[config.mk]
export PLATFORM = sky130hd
export DESIGN_NAME = ypc_sequencer
export DESIGN_NICKNAME = d
export VERILOG_FILES = /design/src/rtl/ypc_sequencer.sv
export SDC_FILE = /design/constraint.sdc
export NUM_CORES = 1
export LEC_CHECK = 0
export ABC_AREA = 0
export ABC_CLOCK_PERIOD_IN_PS = 6300
export BUFFER_PORTS_ARGS = -buffer_cell sky130_fd_sc_hd__buf_4
export CORE_MARGIN = 5
export CORE_UTILIZATION = 55
export CTS_BUF_LIST = sky130_fd_sc_hd__clkbuf_16
export CTS_CLUSTER_SIZE = 40
export DETAILED_ROUTE_END_ITERATION = 10
export GPL_TIMING_DRIVEN = 0
export PLACE_DENSITY = 0.84
export SLEW_MARGIN = 20
export SYNTH_ARGS = -nofsm -noshare
export SYNTH_HDL_FRONTEND = slang
export SYNTH_SLANG_ARGS = --single-unit
[constraint.sdc]
create_clock -name clk -period 6.3 [get_ports clk]
set_input_delay 0.315 -clock clk [delete_from_list [all_inputs] [get_ports clk]]
set_output_delay 0.315 -clock clk [all_outputs]
set_load 0.1 [all_outputs]
[src/rtl/ypc_sequencer.sv]
// ypc_sequencer
//   Program-counter sequencer for the single-cycle RISC-V datapath.
//   HALT until an entry point is loaded, then RUN sequentially with branch
//   redirection. N prioritised, maskable, level-sensitive interrupts vector
//   into a single (non-nesting) ISR state. The return address is saved in epc
//   and restored by mret. A stall input freezes everything except a load in HALT.
//
// Ports
//   clk, rst_n       clock, synchronous active-low reset
//   en               advance enable (0 = stall)
//   load/entry_point load a start address (highest priority)
//   irq/irq_mask     interrupt requests and per-line enables
//   branch_taken/_target  redirect request
//   mret             return from ISR
//   pc, epc          fetch address, saved return address
//   in_isr, irq_id, irq_ack  ISR status, last taken id, one-cycle take pulse
//   retired          count of advanced (en=1, RUN/ISR) cycles
module ypc_sequencer #(
    parameter int          WIDTH      = 32,
    parameter int          NIRQ       = 4,
    parameter logic [31:0] VEC_BASE   = 32'h28,
    parameter int          VEC_STRIDE = 8,
    parameter int          CNT_W      = 32,
    localparam int         IDW        = (NIRQ > 1) ? $clog2(NIRQ) : 1
) (
    input  logic             clk,
    input  logic             rst_n,
    input  logic             en,
    input  logic             load,
    input  logic [WIDTH-1:0] entry_point,
    input  logic [NIRQ-1:0]  irq,
    input  logic [NIRQ-1:0]  irq_mask,
    input  logic             branch_taken,
    input  logic [WIDTH-1:0] branch_target,
    input  logic             mret,
    output logic [WIDTH-1:0] pc,
    output logic [WIDTH-1:0] epc,
    output logic             in_isr,
    output logic [IDW-1:0]   irq_id,
    output logic             irq_ack,
    output logic [CNT_W-1:0] retired
);

    localparam logic [1:0] HALT = 2'd0;
    localparam logic [1:0] RUN  = 2'd1;
    localparam logic [1:0] ISR  = 2'd2;

    logic [1:0]       state;
    logic [NIRQ-1:0]  pend;
    logic             irq_hit;
    logic [IDW-1:0]   irq_sel;
    logic [WIDTH-1:0] pc_inc;
    logic [WIDTH-1:0] seq_pc;
    logic [WIDTH-1:0] vec_addr;

    // Lowest pending index wins: scan downwards so the last hit is the lowest.
    always_comb begin
        pend    = irq & irq_mask;
        irq_hit = |pend;
        irq_sel = '0;
        for (int i = NIRQ - 1; i >= 0; i--) begin
            if (pend[i]) irq_sel = IDW'(i);
        end
    end

    assign pc_inc   = pc + WIDTH'(4);
    // Where RUN would go without an interrupt; also the return address on IRQ entry.
    assign seq_pc   = branch_taken ? branch_target : pc_inc;
    assign vec_addr = WIDTH'(VEC_BASE) + WIDTH'(VEC_STRIDE) * WIDTH'(irq_sel);
    assign in_isr   = (state == ISR);

    always_ff @(posedge clk) begin
        if (!rst_n) begin
            state   <= HALT;
            pc      <= '0;
            epc     <= '0;
            irq_id  <= '0;
            irq_ack <= 1'b0;
            retired <= '0;
        end else begin
            irq_ack <= 1'b0;
            case (state)
                HALT: begin
                    // load is honoured regardless of en; nothing else matters here
                    if (load) begin
                        pc    <= entry_point;
                        state <= RUN;
                    end
                end
                RUN: begin
                    if (en) begin
                        retired <= retired + CNT_W'(1);
                        if (load) begin
                            pc <= entry_point;
                        end else if (irq_hit) begin
                            epc     <= seq_pc;
                            pc      <= vec_addr;
                            irq_id  <= irq_sel;
                            irq_ack <= 1'b1;
                            state   <= ISR;
                        end else begin
                            pc <= seq_pc;
                        end
                    end
                end
                ISR: begin
                    // No nesting: irq is not looked at while in the ISR.
                    if (en) begin
                        retired <= retired + CNT_W'(1);
                        if (load) begin
                            pc    <= entry_point;
                            state <= RUN;
                        end else if (mret) begin
                            pc    <= epc;
                            state <= RUN;
                        end else begin
                            pc <= seq_pc;
                        end
                    end
                end
                default: state <= HALT;
            endcase
        end
    end

endmodule

Word-level counts from Yosys, hierarchy flattened
Cells that the tools add are included.
{"block": "word_totals", "out_inout_bits": 100, "register_bits": 101}
{"block": "op_classes", "muxes": 22, "bitwise": 5, "n_reduce_logical": 9, "addsub": 3, "eq_ne": 8}
{"op": "2-to-1 mux 32 bit", "n": 8}
{"op": "one-hot mux 32 bit (3 select lines)", "n": 1}
{"op": "adder 32 x 1 -> 32 bit, second input constant", "n": 1}
{"op": "adder 32 x 3 -> 32 bit, second input constant", "n": 1}
{"op": "2-to-1 mux 2 bit", "n": 11}
{"op": "!= test 2 bit, second input constant", "n": 5}
{"op": "AND reduction 4 bit", "n": 2}
{"op": "OR reduction 4 bit", "n": 2}
{"op": "adder 6 x 5 -> 7 bit, first input constant", "n": 1}
{"op": "one-hot mux 2 bit (3 select lines)", "n": 1}
{"op": "AND reduction 6 bit", "n": 1}
{"op": "AND 4 bit", "n": 1}
{"op": "inverter 1 bit", "n": 4}
{"op": "!= test 3 bit, second input constant", "n": 1}
{"op": "nonzero test 3 bit", "n": 1}
{"op": "equality test 2 x 1 -> 1 bit, second input constant", "n": 1}
{"op": "equality test 2 bit, second input constant", "n": 1}
{"op": "zero test 2 bit", "n": 1}
{"op": "AND reduction 2 bit", "n": 1}
{"op": "OR reduction 2 bit", "n": 1}
{"op": "2-to-1 mux 1 bit", "n": 1}

Logic depth before layout (Yosys ltp)
Gate-level depths: netlist of the first run.
{"block": "logic_depth", "depth_word": 10, "mapped_depth": 10, "depth_no_buf": 9}

Worst setup path before layout of the first run
Ideal clock, no wire load.
{"block": "synth_timing", "kind": "flip-flop to flip-flop", "startpoint": "register pc[2]", "endpoint": "register pc[26]", "n_path_buf": 0, "period_less_slack_ns": 2.785, "required_time_ns": 6.204, "stages_incl_launch_ff": 8, "setup_time_ns": 0.096, "setup_slack_ns": 3.515, "t_arrival_ns": 2.689, "path_cell_list": "dfxtp_1 -> ha_1 -> and3_1 -> nand2_1 -> or4_4 -> a21boi_2 -> nor2_1 -> o41ai_2"}
{"block": "synth_between", "elab_chain_len": 6, "word_cells_on_any_way": 9}
{"item": "start: declaration", "line_no": "36", "rtl": "output logic [WIDTH-1:0] pc,"}
{"item": "start signal: assignment", "line_no": "86", "rtl": "pc <= entry_point;"}
{"item": "start signal: assignment", "line_no": "94", "rtl": "pc <= entry_point;"}
{"item": "start signal: assignment", "line_no": "97", "rtl": "pc <= vec_addr;"}
{"item": "adder 32 x 3 -> 32 bit (*)", "line_no": "66", "rtl": "assign pc_inc = pc + WIDTH'(4);"}
{"item": "2-to-1 mux 32 bit (*)", "line_no": "68", "rtl": "assign seq_pc = branch_taken ? branch_target : pc_inc;"}
{"item": "2-to-1 mux 32 bit, on equally long branches", "line_no": "113, 95"}
{"item": "2-to-1 mux 32 bit, on equally long branches", "line_no": "110, 93"}
{"item": "2-to-1 mux 32 bit, on equally long branches", "line_no": "108, 91"}
{"item": "one-hot mux 32 bit (3 select lines) (*)", "line_no": "82", "rtl": "case (state)"}
Mark *: on every way between the ends. The rest lies on a longest branch, timed or not. The select of a mux whose other input is x is not followed.
A chain may end at the register's enable or synchronous reset.

Worst setup path after layout of the first run
{"block": "layout_timing", "startpoint": "register state[0]", "endpoint": "register pc[23]"}
{"block": "layout_between", "elab_chain_len": 3, "word_cells_on_any_way": 9}
{"item": "start: declaration", "line_no": "48", "rtl": "logic [1:0] state;"}
{"item": "start signal: assignment", "line_no": "74", "rtl": "state <= HALT;"}
{"item": "start signal: assignment", "line_no": "87", "rtl": "state <= RUN;"}
{"item": "start signal: assignment", "line_no": "100", "rtl": "state <= ISR;"}
{"item": "equality test 2 x 1 -> 1 bit, or another cell as far along", "line_no": "82"}
{"item": "!= test 2 bit (no line) / nonzero test 3 bit (equally long branches)"}
{"item": "AND reduction 4 bit (no line)"}
Parallel ways exist; a longest one is shown, timed or not.

==> results of run 1 <==
[sequential cells by signal (all words and copies together) (netlist names)]
signal   flops
irq_id       2
epc         32
state        2
irq_ack      1
pc          32
retired     32
[power breakdown]
part / switching (mW) / leakage [nW] / total [mW] / internal, mW
Sequential: 0.184 / 0.821 / 0.938 / 0.754
Combinational: 1.46 / 2.05 / 1.92 / 0.466
Clock: 0.255 / 0.114 / 0.516 / 0.261
[how the worst max path moves through the flow]
stage                                     start                       end  cells past startpoint
after global routing      state[0]$_SDFFE_PN0P_        pc[6]$_SDFFE_PN0P_                      7
after global placement             branch_taken      epc[19]$_SDFFE_PN0P_                      7
after detailed placement           branch_taken      epc[19]$_SDFFE_PN0P_                      7
final                     state[0]$_SDFFE_PN0P_       pc[23]$_SDFFE_PN0P_                      7
after floorplan              pc[2]$_SDFFE_PN0P_       pc[26]$_SDFFE_PN0P_                      7
after CTS                 state[0]$_SDFFE_PN0P_  retired[23]$_SDFFE_PN0P_                      8
[worst max-delay path, stage by stage, from the launching register on]
cell and delay (ns):
dfxtp_1 0.38, inv_1 0.08, ha_1 0.41, nor2b_1 0.52
buf_2 0.37, buf_1 0.58, o221ai_1 0.26, o22ai_1 0.14
[synthesized netlist by cell type, types with 8 or more instances]
| library cell | n | area (µm²) |
|---|---|---|
| nor3_1 | 18 | 90.1 |
| and2_1 | 8 | 50.1 |
| nor2_1 | 65 | 244 |
| nand3_1 | 53 | 265 |
| nand4_1 | 14 | 87.6 |
| inv_1 | 18 | 67.6 |
| a21oi_1 | 67 | 335 |
| o211ai_1 | 18 | 135 |
| o221ai_1 | 10 | 87.6 |
| nand2b_1 | 16 | 100 |
| clkbuf_1 | 43 | 161 |
| o21ai_0 | 70 | 350 |
| nand2_1 | 88 | 330 |
| or3_1 | 11 | 68.8 |
| a221oi_1 | 15 | 131 |
| xnor2_1 | 20 | 175 |
| o22ai_1 | 10 | 62.6 |
| o31ai_1 | 9 | 67.6 |
| and3_1 | 10 | 62.6 |
| xor2_1 | 25 | 219 |
| dfxtp_1 | 101 | 2020 |
[logic make-up after synthesis]
logic type               share of synthesized area (%)
adder cells (fa/ha/maj)                           1.47
buffers and inverters                             4.67
AO/OA/AOI/OAI                                     26.3
AND/OR/NAND/NOR                                   25.5
flip-flops                                        34.0
XOR/XNOR                                          6.63
multiplexers                                      1.37
[per-layer routing]
layer,global-route usage (%),up-vias,share of wire (%)
met2,52.1,500,44
met4,13.2,0,3.3
met3,10.6,77,13
li1,-,3243,-
met1,43.3,3224,39
met5,0,-,0
[placed cells by master, fill, tap and decap left out, types with 16 or more instances in the layout]
cell type / netlist / final
buf_4: 0 / 175
nor2_1: 65 / 65
inv_1: 18 / 18
nand2b_1: 16 / 16
nand2_1: 88 / 88
xnor2_1: 20 / 20
nand3_1: 53 / 53
nor3_1: 18 / 18
o211ai_1: 18 / 18
dfxtp_1: 101 / 101
a21oi_1: 67 / 67
o21ai_0: 70 / 70
xor2_1: 25 / 25
clkbuf_1: 43 / 43
[final cells by class]
type                    instances  area share [%]
well taps                     140            2.28
plain buffers                  53            2.69
clock inverters                 5           0.391
inverters                      19           0.928
clock buffers                   9            2.93
multi-input cells             615            47.4
repair buffers                175            17.1
flip-flops and latches        101            26.3
==> results.toml, run 1 <==
[run_status]
status = "completed"

[global_route]
grtUsageTotal_pct = 33.5
grt_pass1_vias = 6664
antenna_found_initial = 0
grt-ovfl-total = 0
grt_pass1_wl_um = 34500
grt_max_degree = 16

[route]
firstDrtPassIters = 7
ant_nets = 0
vias = 7044
routed_via_density = 6.31
drc = 0
drtIter0Drc = 1029
finalWirelength_um = 22400
routedWlPerCell_um = 20.1

[die]
initial_core_util_pct = 55.5
rows = 38
core_mm2 = 0.0107
dieWidth_um = 114
dieArea_mm2 = 0.0130
die_y_um = 114
ioPinCount = 178

[critical_path]
worstRegToRegCells = 7
path_class = "flop to flop"
reg2reg_to = "pc[23]$_SDFFE_PN0P_"
r2r-start = "state[0]$_SDFFE_PN0P_"
worstPathArrival_ns = 3.11
crit_fanout = 10
cp-end-kind = "flop"
startpoint_type = "flop"
rrSetupSlack_ns = 3.47
crit_required_ns = 6.59

[cells_and_area]
drive_gt1_share_pct = 21.2
multiInputGateArea_mm2 = 0.00364
area_growth_pct = 29.4
fin_cells = 1117
n_fill_cell = 908
fin_nets = 1059
utilization_pct = 71.8
design_area_mm2 = 0.00769
seqCellArea_mm2 = 0.00202
n_antenna_cell = 0

[yosys]
yosys_warnings = 0
synth-seq-cells = 101
ys_seq_area_share_pct = 34.0
synth_enable_flop_cells = 0
synth_top_flop_cell = "dfxtp_1"
synth.avg_cell_area_um2 = 7.54
synthesis.nets = 873
synth_area_mm2 = 0.00594
async_flop_share_pct = 0
syn_inst = 788
synth_cell_types = 61

[sta]
whs_ns = 0.233
skew_ns = 0.00676
worst_pin_slew_ns = 0.795
fin_crit_sh_pct = 44.8
fin_ws_ns = 3.47
maxSlewViolCount = 0
setup_viol = 0
tns_ns = 0
hold_viol = 0
fmax_ghz = 0.354
relSlewSlack_pct = 46.6
period_minus_slack_ns = 2.83
grt_setup_unrepaired = "false"

[placement]
hpwl_um = 16400
place_area_mm2 = 0.00743
portBuffers = 175
dp_slack_ns = 3.37
place.gp.congestion = 0.996
dp_cells = 1103

[clock_network]
cts.htree.levels = 3
cts-root-buf = "clkbuf_16"
hold_buffers = 0
numCtsBuffers = 9
clk_latency_ns = 0.36
cts_sinks = 101
postCtsSetupBuffers = 0
cts_tree = "done"
clk_pin_slew_worst_paths_ns = 0.07
cts_resized = 0
clock_path_buffers = 2

[job]
maxCapViolCount = 0

[pwr]
finalPower_mw = 3.38
vdd_drop_max_mv = 0.330
p_per_area_mw_per_mm2 = 439
p_leak_nw = 2.98

[worst_hold_path]
hold_path_class = "primary input to flop"
hold_path_startpoint = "entry_point[4]"
worstHoldPathCells = 3
min_to = "pc[4]$_SDFFE_PN0P_"
No activity file was read; power rests on OpenSTA's default activity.
==> run 2, diff against run 1 <==
--- a/config.mk
+++ b/config.mk
@@ -6,15 +6,15 @@
 export NUM_CORES = 1
 export LEC_CHECK = 0
 export ABC_AREA = 0
-export ABC_CLOCK_PERIOD_IN_PS = 6300
+export ABC_CLOCK_PERIOD_IN_PS = 2800
 export BUFFER_PORTS_ARGS = -buffer_cell sky130_fd_sc_hd__buf_4
 export CORE_MARGIN = 5
-export CORE_UTILIZATION = 55
+export CORE_UTILIZATION = 52
 export CTS_BUF_LIST = sky130_fd_sc_hd__clkbuf_16
 export CTS_CLUSTER_SIZE = 40
 export DETAILED_ROUTE_END_ITERATION = 10
 export GPL_TIMING_DRIVEN = 0
-export PLACE_DENSITY = 0.84
+export PLACE_DENSITY = 0.8
 export SLEW_MARGIN = 20
 export SYNTH_ARGS = -nofsm -noshare
 export SYNTH_HDL_FRONTEND = slang
==> constraint.sdc (replaced) <==
create_clock -name clk -period 2.8 [get_ports clk]
set_input_delay 0.14 -clock clk [delete_from_list [all_inputs] [get_ports clk]]
set_output_delay 0.14 -clock clk [all_outputs]
set_load 0.1 [all_outputs]
==> results.toml, run 2 (same netlist as run 1, synthesis figures left out) <==
[sta]
relSlewSlack_pct = 44.8
maxSlewViolCount = 0
hold_viol = 0
setup_viol = 0
grt_setup_unrepaired = "false"
worst_pin_slew_ns = 0.828
tns_ns = 0
whs_ns = 0.0597
fin_crit_sh_pct = 93.3
period_minus_slack_ns = 2.61
fmax_ghz = 0.383
skew_ns = 0.0107

[cells_and_area]
final_cell_mix = "buf_4 (175), dfxtp_1 (101), nand2_1 (88)"
design_area_mm2 = 0.00775
fin_nets = 1058
n_fill_cell = 1025
final_common_cell = "buf_4"
drive_gt1_share_pct = 21.6
area_growth_pct = 30.5
fin_cells = 1121
n_antenna_cell = 0
reg_top3 = "epc x32, pc x32, retired x32"

[route]
drtIter0Drc = 866
finalWirelength_um = 22100
routedWlPerCell_um = 19.8
drc = 0
firstDrtPassIters = 8
ant_nets = 0
vias = 6940
routed_via_density = 6.19

[worst_hold_path]
worstHoldPathCells = 3
hold_path_class = "primary input to flop"
min_to = "pc[4]$_SDFFE_PN0P_"
hold_path_startpoint = "entry_point[4]"

[critical_path]
cp-startpoint = "pc[2]$_SDFFE_PN0P_"
rrSetupSlack_ns = 0.19
r2r-start = "pc[2]$_SDFFE_PN0P_"
worstPathArrival_ns = 2.87
cp-end-kind = "flop"
cp_slowest_stage_delay_ns = 0.57
crit_fanout = 8
startpoint_type = "flop"
worstRegToRegCells = 6
worstPathCellList = "nand4_1 > nor2_1 > nand3_1 > nor4_1 > nor3_1 > o41ai_1"
crit_required_ns = 3.06
reg2reg_to = "pc[29]$_SDFFE_PN0P_"
path_class = "flop to flop"
slowest_stage = "dfxtp_1"

[die]
dieArea_mm2 = 0.0137
rows = 39
dieWidth_um = 117
initial_core_util_pct = 52.5
ioPinCount = 178
die_y_um = 117
core_mm2 = 0.0113

[pwr]
p_per_area_mw_per_mm2 = 1000
p_leak_nw = 3.03
vdd_drop_max_mv = 0.910

[global_route]
grt-ovfl-total = 0
grt_pass1_vias = 6406
grtUsageTotal_pct = 32.3
grt_max_degree = 17
grt_pass1_wl_um = 34200
antenna_found_initial = 0

[clock_network]
cts.htree.levels = 3
postCtsSetupBuffers = 0
clk_pin_slew_worst_paths_ns = 0.07
numCtsBuffers = 9
cts_resized = 0
hold_buffers = 0
clk_latency_ns = 0.36
cts_sinks = 101
cts_tree = "done"
clock_path_buffers = 2
cts-root-buf = "clkbuf_16"

[job]
maxCapViolCount = 0

[placement]
place_area_mm2 = 0.00743
portBuffers = 175
dp_cells = 1106
place.gp.congestion = 0.993
hpwl_um = 16300

[run_status]
status = "completed"
-- run 2: worst max-delay path: cells and delay by family (launching register included) --
kind	cells	cell delay, ns
DFF	1	0.57
AOI/OAI and AO/OA	1	0.34
and+or+nand+nor	5	1.60
-- run 2: per-layer routing --
metal	track usage, %	vias to the layer above	part of all wire [%]
met5	0	-	0
met3	9.61	74	12
li1	-	3248	-
met1	43.1	3174	40
met4	11.8	0	3.5
met2	49.7	444	45
-- run 2: area by class of cell --
class                      instances  area, µm²  area share (%)
multi-input combinational        615       3650            47.0
sequential                       101       2020            26.1
clock buffer                       9        225            2.91
timing repair buffer             175       1310            16.9
buffer                            52        203            2.61
inverter                          19       71.3           0.920
tap                              143        179            2.31
clock inverter                     7       91.3            1.18
-- run 2: power by group --
group          switching [mW]  internal [mW]  leakage, nW
clock                   0.582          0.781        0.161
sequential              0.414           1.70        0.821
combinational            3.26           1.04         2.05
-- run 2: stage by stage --
stage	setup slack [ns]	util [%]	power [mW]
2_1_floorplan	0.0152	-	5.23
3_3_place_gp	0.159	65.7	6.32
3_5_place_dp	0.126	65.7	6.34
4_1_cts	0.117	68.5	7.69
5_1_grt	0.0390	68.5	8.08
6_report	0.189	68.5	7.77
-- run 2: worst max-delay path by stage --
| stage | endpoint | slack [ns] | depth (start not counted) |
|---|---|---|---|
| after floorplan | pc[26]$_SDFFE_PN0P_ | 0.02 | 7 |
| after global placement | retired[23]$_SDFFE_PN0P_ | 0.16 | 8 |
| after detailed placement | epc[16]$_SDFFE_PN0P_ | 0.13 | 7 |
| after CTS | retired[23]$_SDFFE_PN0P_ | 0.12 | 8 |
| after global routing | retired[30]$_SDFFE_PN0P_ | 0.04 | 8 |
| final | pc[29]$_SDFFE_PN0P_ | 0.19 | 6 |
==> run 3, diff against run 2 <==
--- a/config.mk
+++ b/config.mk
@@ -6,15 +6,14 @@
 export NUM_CORES = 1
 export LEC_CHECK = 0
 export ABC_AREA = 0
-export ABC_CLOCK_PERIOD_IN_PS = 2800
+export ABC_CLOCK_PERIOD_IN_PS = 3200
 export BUFFER_PORTS_ARGS = -buffer_cell sky130_fd_sc_hd__buf_4
 export CORE_MARGIN = 5
-export CORE_UTILIZATION = 52
-export CTS_BUF_LIST = sky130_fd_sc_hd__clkbuf_16
+export CORE_UTILIZATION = 55
 export CTS_CLUSTER_SIZE = 40
 export DETAILED_ROUTE_END_ITERATION = 10
 export GPL_TIMING_DRIVEN = 0
-export PLACE_DENSITY = 0.8
+export PLACE_DENSITY = 0.84
 export SLEW_MARGIN = 20
 export SYNTH_ARGS = -nofsm -noshare
 export SYNTH_HDL_FRONTEND = slang
==> constraint.sdc (replaced) <==
create_clock -name clk -period 3.2 [get_ports clk]
set_input_delay 0.16 -clock clk [delete_from_list [all_inputs] [get_ports clk]]
set_output_delay 0.16 -clock clk [all_outputs]
set_load 0.1 [all_outputs]
==> results.toml, run 3 (same netlist as run 1, synthesis figures left out) <==
[placement]
dp_cells = 1103
place.gp.congestion = 0.996
portBuffers = 175
dp_slack_ns = 0.421
hpwl_um = 16400

[die]
dieArea_mm2 = 0.0130
rows = 38
core_mm2 = 0.0107
initial_core_util_pct = 55.5
ioPinCount = 178
die_y_um = 114
dieWidth_um = 114

[route]
drtIter0Drc = 1087
vias = 7013
routed_via_density = 6.28
routedWlPerCell_um = 19.9
ant_nets = 0
finalWirelength_um = 22200
drc = 0
firstDrtPassIters = 7

[cells_and_area]
drive_gt1_share_pct = 21.4
fin_nets = 1059
fin_cells = 1117
seqCellArea_mm2 = 0.00202
final_common_cell = "buf_4"
n_fill_cell = 943
final_cell_mix = "buf_4 (175), dfxtp_1 (101), nand2_1 (88)"
n_antenna_cell = 0
area_growth_pct = 28.0
multiInputGateArea_mm2 = 0.00364
reg_top3 = "epc x32, pc x32, retired x32"

[clock_network]
clk_pin_slew_worst_paths_ns = 0.10
hold_buffers = 0
clk_latency_ns = 0.39
clock_path_buffers = 2
cts_sinks = 101
numCtsBuffers = 9
cts_tree = "done"
cts.htree.levels = 3
cts_resized = 0
cts-root-buf = "clkbuf_8"
postCtsSetupBuffers = 0

[pwr]
combPwrFrac_pct = 59.0
vdd_drop_max_mv = 0.649
internal-power_mw = 2.72
p_per_area_mw_per_mm2 = 842
p_seq_share_pct = 28.8
p_leak_nw = 2.95
switching_power_mw = 3.68
finalPower_mw = 6.40
clkPwrFrac_pct = 12.2
swShare_pct = 57.5

[critical_path]
path_class = "flop to flop"
cp-end-kind = "flop"
crit_fanout = 10
worstPathCellList = "inv_1 > ha_1 > nor2b_1 > buf_2 > buf_1 > o221ai_1 > o22ai_1"
crit_required_ns = 3.50
crit_family = "buffers and inverters"
slowest_stage = "buf_1"
cp_slowest_stage_delay_ns = 0.56
worstPathArrival_ns = 3.08
startpoint_type = "flop"
crit_buf_inv = 3

[sta]
fin_crit_sh_pct = 86.6
fmax_ghz = 0.361
tns_ns = 0
skew_ns = 0.0162
whs_ns = 0.0477
worst_pin_slew_ns = 0.840
setup_viol = 0
relSlewSlack_pct = 43.6
grt_setup_unrepaired = "false"
hold_viol = 0
maxSlewViolCount = 0
fin_ws_ns = 0.428
period_minus_slack_ns = 2.77

[global_route]
grtUsageTotal_pct = 33.2
grt_pass1_vias = 6572
gr-usage-met3_pct = 9.39
grt.met1_usage_pct = 43.9
grt_max_degree = 16
grt-busiest-layer = "met2"
grtUsageMet2_pct = 52.0
grt_pass1_wl_um = 34300
antenna_found_initial = 0
grt-ovfl-total = 0

[worst_hold_path]
hold_path_class = "primary input to flop"

[run_status]
status = "completed"

[job]
maxCapViolCount = 0
-- run 3: cell count changes in the layout (fill, tap and decap cells not counted), sizes merged --
cell	previous run	this run
buf	184	185
bufinv	2	0
clkbuf	52	54
clkinv	4	0
clkinvlp	0	3
inv	20	19
-- run 3: tightest hold or removal path: cells and delay by family --
kind,cells,cell delay (ns)
AOI/OAI and AO/OA,1,0.06
and+or+nand+nor,1,0.10
buffers and inverters,1,0.08
-- run 3: worst paths after layout --
kind                                        startpoint  depth (start not counted)                     end  slack [ns]
worst min register to register  irq_id[0]$_SDFFE_PN0P_                          2  irq_id[0]$_SDFFE_PN0P_        0.47
worst max-delay path             state[0]$_SDFFE_PN0P_                          7     pc[28]$_SDFFE_PN0P_        0.43
worst max register to register   state[0]$_SDFFE_PN0P_                          7     pc[28]$_SDFFE_PN0P_        0.43
worst min-delay path                    entry_point[4]                          3      pc[4]$_SDFFE_PN0P_        0.05
-- run 3: cell type report --
class,count,area share (%)
Buffer,53,2.71
Clock inverter,3,0.296
Multi-Input combinational cell,615,47.9
Clock buffer,11,1.99
Sequential cell,101,26.6
Inverter,19,0.938
Timing Repair Buffer,175,17.3
Tap cell,140,2.30
-- run 3: per-stage QoR --
| step | util, % | area (µm²) |
|---|---|---|
| 6_report | 71.1 | 7600 |
| 3_3_place_gp | 69.5 | 7430 |
| 5_1_grt | 71.1 | 7600 |
| 2_1_floorplan | - | 5940 |
| 4_1_cts | 71.1 | 7600 |
| 3_5_place_dp | 69.5 | 7430 |
-- run 3: per-layer routing --
layer,share of wire (%),up-vias
met1,39,3249
met3,13,66
met5,0,-
li1,-,3237
met2,45,461
met4,3.1,0
-- run 3: power groups by stage --
stage | clock (mW) | combinational [mW] | sequential (mW)
2_1_floorplan | 0 | 1.28 | 3.29
3_3_place_gp | 0 | 3.67 | 1.86
3_5_place_dp | 0 | 3.70 | 1.86
4_1_cts | 0.778 | 3.71 | 1.83
5_1_grt | 0.824 | 3.96 | 1.88
6_report | 0.781 | 3.77 | 1.85
